<file path="src/rtl/alu_rr_scheduler.sv">
// alu_rr_scheduler: round-robin front end sharing one 2-bit ALU
// between two clients, with a registered, ID-tagged response.

module alu_rr_alu (
    input  logic [1:0] i_a,
    input  logic [1:0] i_b,
    input  logic [2:0] i_sel,
    output logic [1:0] o_result,
    output logic       o_carry,
    output logic       o_err
);

    logic [2:0] w_ext;

    // Bit 2 of the 3-bit intermediate is carry for ADD, borrow for SUB.
    always_comb begin
        w_ext = 3'b000;
        o_err = 1'b0;
        unique case (i_sel)
            3'b000:  w_ext = {1'b0, i_a} + {1'b0, i_b};
            3'b001:  w_ext = {1'b0, i_a} - {1'b0, i_b};
            3'b010:  w_ext = {1'b0, i_a & i_b};
            3'b011:  w_ext = {1'b0, i_a | i_b};
            3'b100:  w_ext = {1'b0, i_a ^ i_b};
            default: o_err = 1'b1;
        endcase
    end

    assign o_result = w_ext[1:0];
    assign o_carry  = w_ext[2];

endmodule

module alu_rr_scheduler (
    input  logic       clk,
    input  logic       rst_n,
    input  logic       req0_valid,
    output logic       req0_ready,
    input  logic [1:0] req0_a,
    input  logic [1:0] req0_b,
    input  logic [2:0] req0_sel,
    input  logic       req1_valid,
    output logic       req1_ready,
    input  logic [1:0] req1_a,
    input  logic [1:0] req1_b,
    input  logic [2:0] req1_sel,
    output logic       rsp_valid,
    input  logic       rsp_ready,
    output logic       rsp_id,
    output logic [1:0] rsp_result,
    output logic       rsp_carry,
    output logic       rsp_err,
    output logic [7:0] op_count
);

    typedef enum logic [1:0] {
        IDLE = 2'd0,
        EXEC = 2'd1,
        RESP = 2'd2
    } state_t;

    state_t     r_state;
    logic       r_ptr;
    logic [1:0] r_a;
    logic [1:0] r_b;
    logic [2:0] r_sel;
    logic       r_id;
    logic       r_rsp_valid;
    logic       r_rsp_id;
    logic [1:0] r_rsp_result;
    logic       r_rsp_carry;
    logic       r_rsp_err;
    logic [7:0] r_op_count;

    logic       w_idle;
    logic       w_gnt1;
    logic       w_take;
    logic [1:0] w_result;
    logic       w_carry;
    logic       w_err;

    // Readies are held low while reset is asserted, even in IDLE.
    assign w_idle = rst_n && (r_state == IDLE);
    assign w_gnt1 = req1_valid && (!req0_valid || r_ptr);
    assign w_take = w_idle && (req0_valid || req1_valid);

    assign req0_ready = w_idle && req0_valid && !w_gnt1;
    assign req1_ready = w_idle && w_gnt1;

    alu_rr_alu u_alu (
        .i_a      (r_a),
        .i_b      (r_b),
        .i_sel    (r_sel),
        .o_result (w_result),
        .o_carry  (w_carry),
        .o_err    (w_err)
    );

    always_ff @(posedge clk or negedge rst_n) begin
        if (!rst_n) begin
            r_state      <= IDLE;
            r_ptr        <= 1'b0;
            r_a          <= 2'b00;
            r_b          <= 2'b00;
            r_sel        <= 3'b000;
            r_id         <= 1'b0;
            r_rsp_valid  <= 1'b0;
            r_rsp_id     <= 1'b0;
            r_rsp_result <= 2'b00;
            r_rsp_carry  <= 1'b0;
            r_rsp_err    <= 1'b0;
            r_op_count   <= 8'd0;
        end else begin
            unique case (r_state)
                IDLE: begin
                    if (w_take) begin
                        r_a     <= w_gnt1 ? req1_a : req0_a;
                        r_b     <= w_gnt1 ? req1_b : req0_b;
                        r_sel   <= w_gnt1 ? req1_sel : req0_sel;
                        r_id    <= w_gnt1;
                        r_ptr   <= !w_gnt1;
                        r_state <= EXEC;
                    end
                end
                EXEC: begin
                    r_rsp_valid  <= 1'b1;
                    r_rsp_id     <= r_id;
                    r_rsp_result <= w_result;
                    r_rsp_carry  <= w_carry;
                    r_rsp_err    <= w_err;
                    r_state      <= RESP;
                end
                RESP: begin
                    if (rsp_ready) begin
                        r_rsp_valid <= 1'b0;
                        r_op_count  <= r_op_count + 8'd1;
                        r_state     <= IDLE;
                    end
                end
                default: r_state <= IDLE;
            endcase
        end
    end

    assign rsp_valid  = r_rsp_valid;
    assign rsp_id     = r_rsp_id;
    assign rsp_result = r_rsp_result;
    assign rsp_carry  = r_rsp_carry;
    assign rsp_err    = r_rsp_err;
    assign op_count   = r_op_count;

endmodule

</file>
<file path="config.mk">
export PLATFORM = sky130hd
export DESIGN_NAME = alu_rr_scheduler
export DESIGN_NICKNAME = d
export VERILOG_FILES = /design/src/rtl/alu_rr_scheduler.sv
export SDC_FILE = /design/constraint.sdc
export NUM_CORES = 1
export LEC_CHECK = 0
export CORE_UTILIZATION = 24
export DETAILED_ROUTE_END_ITERATION = 7
export GPL_TIMING_DRIVEN = 1
export PLACE_DENSITY = 0.56
export SLEW_MARGIN = 30
export SYNTH_ARGS = -nofsm -noshare
export SYNTH_HDL_FRONTEND = slang
export SYNTH_SLANG_ARGS = --single-unit
</file>
<file path="constraint.sdc">
create_clock -name clk -period 2.2 [get_ports clk]
set_input_delay 0.22 -clock clk [delete_from_list [all_inputs] [get_ports clk]]
set_output_delay 0.22 -clock clk [all_outputs]
set_load 0.02 [all_outputs]
</file>
# After elaboration in Yosys (flattened, before gate mapping)
# Cells that the tools add are included.
[word_totals]
reg_bits = 25
inputBits = 19
output_inout_bits = 16
wordCells = 54
[classes]
addsub = 3
n_eq_ne = 8
n_mux = 10
bitwise_logic = 3
n_reduce_logical = 18
[ops]
columns = ["op", "n"]
rows = [
  ["$pmux 3 s5", 1],
  ["$add 8x1->8 const B", 1],
  ["$mux 2", 4],
  ["$reduce_and 2->1", 4],
  ["$eq 3x2->1 const B", 2],
  ["$logic_and 1x1->1", 6],
  ["$pmux 2 s3", 1],
  ["$reduce_or 5->1", 1],
  ["$ne 2x2->1 const B", 2],
  ["$add 2x2->3", 1],
  ["$eq 3x1->1 const B", 1],
  ["$eq 3x3->1 const B", 1],
  ["$logic_not 3->1", 1],
  ["$mux 3", 1],
  ["$sub 2x2->3", 1],
  ["$and 2x2->2", 1],
  ["$eq 2x1->1 const B", 1],
  ["$eq 2x2->1 const B", 1],
  ["$logic_not 1->1", 2],
  ["$logic_not 2->1", 1],
  ["$logic_or 1x1->1", 2],
  ["$mux 1", 2],
  ["$or 2x2->2", 1],
  ["$pmux 1 s2", 1],
  ["2 further kinds", 2],
]

# Longest topological paths before layout
[logic_depth]
ltp_word = 5
depth_mapped = 7
depth_no_buf = 7

# By module
# Synthesis repeated with hierarchy kept, for this count alone.
[hier_totals]
hier_cells = 119
hier_area_um2 = 1360.1
[modules_own_cells]
columns = ["module", "n_inst", "cells_per_inst", "area_each_um2", "seq_area_each_um2"]
rows = [
  ["alu_rr_scheduler", 1, 89, 1133.6, 625.6],
  ["alu_rr_alu", 1, 30, 226.5, 0.0],
]

# Least setup slack after synthesis
# Ideal clock, no wire load.
[synth_path]
kind = "reg-to-reg"
from = "reg r_sel[0]"
to = "reg r_rsp_carry (netlist: rsp_carry)"
setup_time_ns = 0.128
t_arrival_ns = 1.611
required_ns = 2.072
setup_slack_ns = 0.461
stages_incl_launch_ff = 8
path_buffers = 1
synth_period_minus_slack_ns = 1.739
path_cell_list = "dfrtp_1 clkbuf_1 nand2_1 mux2i_1 fa_1 or3_1 nand3_1 o21ai_0"
[synth_between]
elab_chain_cells = 2
word_cells_on_any_way = 6
cone_classes = "4 x eq/ne; 1 x mux; 1 x reduce/logical"
[synth_lines]
columns = ["item", "line_no", "source"]
rows = [
  ["start, declared", "66", "logic [2:0] r_sel;"],
  ["start signal, assigned", "119", "r_sel <= w_gnt1 ? req1_sel : req0_sel;"],
  ["$eq 3x3->1 (tied with other cells)", "19", "unique case (i_sel)"],
  ["$pmux 3 s5 *", "19", ""],
  ["end signal, assigned", "129", "r_rsp_carry <= w_carry;"],
  ["end, declared", "71", "logic r_rsp_carry;"],
]
# Mark *: on every way between the ends. The rest lies on a longest branch, timed or not.
# A chain may end at the register's enable or synchronous reset.

# Worst setup path in the final report
[layout_path]
from = "reg r_state[1]"
to = "out req1_ready"
[layout_between]
elab_chain_cells = 3
[layout_lines]
columns = ["item", "line_no", "source"]
rows = [
  ["start, declared", "62", "state_t r_state;"],
  ["start signal, assigned", "101", "r_state <= IDLE;"],
  ["start signal, assigned", "122", "r_state <= EXEC;"],
  ["start signal, assigned", "131", "r_state <= RESP;"],
  ["$logic_not 2->1", "83", "assign w_idle = rst_n && (r_state == IDLE);"],
  ["$logic_and 1x1->1", "83", ""],
  ["$logic_and 1x1->1", "88", "assign req1_ready = w_idle && w_gnt1;"],
  ["end, declared", "43", "output logic req1_ready,"],
]
# No other way between the ends.

==> impl_metrics.toml <==
[placement]
place_hpwl_um = 2260
placement.setup.worst_slack_ns = 0.191
buffer_ports.inserted = 34
place.detailed.instances = 228
place_congestion = 0.765

[synthesis]
syn-cell-area_sq_um = 1320
synth_flop_cell = "dfrtp_1"
synth.area.top_cells = "dfrtp_1 47%, ha_1 6.6%, a221o_1 5.3%"
async_reset_ff_share_pct = 100
synth.top_cells.by_count = "25 x dfrtp_1, 13 x nand2_1, 8 x inv_1, 8 x nor2_1"
synth_top_cell_area_share_pct = 47.5
yosysTopAreaCell = "dfrtp_1"
synth_enable_flop_cells = 0
yosysWarningCount = 0
syn_area_per_cell_sq_um = 10.9
synth_seq_area_share_pct = 47.5
yosys.cell_count.top_type = "dfrtp_1"
synthesized_nets = 148
ys_ff_latch = 25
synthesis.instances = 121
netlist-cell-type-count = 39

[grt]
grt_use_total_pct = 10.4
grt-ovfl-total = 0
grt_start_max_net_pins = 26
grt_first_pass_wirelength_um = 4840
first_global_vias = 1016
initial_antenna_violation_count = 0

[setup_path]
crit-reg2reg-capture = "rsp_result[1]$_DFFE_PN0P_"
r2r_slack_ns = 0.32
timing.critical_path.fanout_max = 7
reg2reg_depth = 7
critPathArrivalTime_ns = 1.81
worst_setup_path_start_kind = "flop"
timing.critical_path.required_ns = 1.98
path_delay_family = "buffers and inverters"
crit_type = "reg -> out"
worst-path-buf-inv = 1
critPathSlowestCell = "clkdlybuf4s50_1"
endpoint_kind = "output pin"
critical_path.max_stage_delay_ns = 0.60
worstPathCellList = "nor3b_4, and3_4, clkdlybuf4s50_1"
regToRegStartpoint = "r_sel[1]$_DFFE_PN0P_"

[floorplan]
io_pins = 35
start_util_pct = 25.3
core_rows = 26
floorplan.die_area_sq_um = 5790
die_w_um = 76.1
die_span_y_um = 76.1
placeableCoreArea_sq_um = 5200

[detailed_routing]
wl_per_cell_um = 12.1
drt_first_iter_violations = 27
num_vias = 1024
detail_route.first_pass.iterations = 4
antenna_violating_nets_post_route = 0
route.detailed.drc = 0
routed_wirelength_um = 2810
vias_per_cell = 4.41

[clock_tree]
h_tree_levels = 1
clkLatencyLatePin_ns = 0.26
cts_root_buf = "clkbuf_8"
post_cts_resize_count = 0
cts_num_sinks = 25
tritoncts_clock_tree = "built"
clk_pin_slew_ns = 0.08
cts_setup_buffers = 0
cts.hold.buffers_added = 0
cts_inserted_buffers = 3
ctsLongestPathBuffers = 2

[power_and_ir_drop]
static-leakage-power_uw = 0.000819
p_total_uw = 2020
power_switching_uw = 770
sw_frac_of_total_pct = 38.2
clkPwrFrac_pct = 13.2
powerDensity_nw_per_um2 = 1110
internal_power_uw = 1250
vdd_drop_max_v = 0.000371
share_seq_of_total_power_pct = 41.3
comb_power_share_pct = 45.5

[cells_and_area]
synthToLayoutAreaGrowth_pct = 37.6
multi_input_area_sq_um = 647
layout.nets = 190
ff_latch_area_sq_um = 626
filler_cell_count = 535
antenna-diode-count = 0
final_layout_size_suffix_gt1_share_pct = 15.4
layoutNonFillerInstCount = 232

[status]
result_of_the_run = "completed"

[timing]
finalSetupViolations = 0
max_clock_freq_mhz = 492
finalWorstPathRequiredPeriod_ns = 2.03
min_period_over_period_pct = 92.5
fin_hold_ws_ns = 0.380
relSlewSlack_pct = 72.5
finalHoldViolCount = 0
finClkSkew_ns = 0.00530
setup_repair_after_global_routing_missed_its_margin = "false"
post-route-worst-setup-slack_ns = 0.166
totalNegativeSetupSlack_ns = 0
drv_slew = 0
max_slew.worst_pin.slew_ns = 0.412

[min_path]
worst_hold_path_type = "in -> async"

[job]
timing.max_cap.violations = 0
==> cells by family (layout without fill, tap and decap cells) <==
| family | Yosys count | after routing | share of synthesized area (%) |
|---|---|---|---|
| xor+xnor | 7 | 7 | 4.65 |
| mux | 1 | 1 | 0.760 |
| compound gates | 22 | 22 | 12.8 |
| flops | 25 | 25 | 47.5 |
| simple gates | 48 | 48 | 22.7 |
| fa+ha+maj | 8 | 8 | 8.17 |
| buf+inv | 10 | 51 | 3.42 |
==> sequential cells by signal (all words and copies together), names as in the netlist <==
name and count:
op_count 8, r_a 2, r_b 2, r_id 1, r_ptr 1, r_sel 3
r_state 2, rsp_carry 1, rsp_err 1, rsp_id 1, rsp_result 2, rsp_valid 1
==> worst max path at each step <==
| stage | from | endpoint | slack (ns) | depth (start not counted) |
|---|---|---|---|---|
| global placement | rst_n | req1_ready | 0.17 | 4 |
| detailed placement | rst_n | req1_ready | 0.19 | 4 |
| global route | r_state[1]$_DFFE_PN0P_ | req1_ready | 0.07 | 3 |
| CTS | r_state[1]$_DFFE_PN0P_ | req1_ready | 0.14 | 3 |
| floorplan | r_sel[0]$_DFFE_PN0P_ | rsp_carry$_DFFE_PN0P_ | 0.46 | 7 |
| finish | r_state[1]$_DFFE_PN0P_ | req1_ready | 0.17 | 3 |
==> power groups by stage <==
stage	Clock (uW)	Sequential, uW	Combinational (uW)
after global routing	291	872	1030
after floorplan	0	884	492
after detailed placement	0	845	931
after global placement	0	833	894
final	265	834	917
after CTS	280	836	935
==> metal layers <==
| layer | GRT usage, % | wire [um] |
|---|---|---|
| met1 | 13.6 | 1330 |
| met2 | 16.8 | 1280 |
| met3 | 2.51 | 177 |
| met4 | 3.46 | 23 |
| met5 | 0 | 0 |
==> layout make-up <==
| cell class | instances | area share [%] |
|---|---|---|
| multi-input combinational | 86 | 35.7 |
| sequential | 25 | 34.5 |
| inverter | 8 | 1.66 |
| tap | 70 | 4.83 |
| clock buffer | 4 | 2.48 |
| timing repair buffer | 39 | 20.8 |
==> cells in the final DEF (no fill, tap or decap), drive strengths merged, types with 2 or more instances in the layout <==
cell           Yosys  final
nand3              3      3
nor3               2      2
a31oi              2      2
inv                8      8
nand2             13     13
nor2               8      8
xor2               3      3
clkbuf             1      4
clkdlybuf4s50      0     34
o21ai              6      6
ha                 7      7
or2b               2      2
a221o              7      7
xnor2              4      4
dfrtp             25     25
and3               8      8
buf                1      5
a21o               2      2
nor3b              2      2
o211ai             2      2
==> per-stage QoR <==
step | instance area [sq um] | util (%)
final | 1810 | 34.8
after global routing | 1810 | 34.8
after global placement | 1770 | 34.0
after floorplan | 1320 | -
after detailed placement | 1770 | 34.0
after CTS | 1810 | 34.8
(Power assumes the default switching activity.)
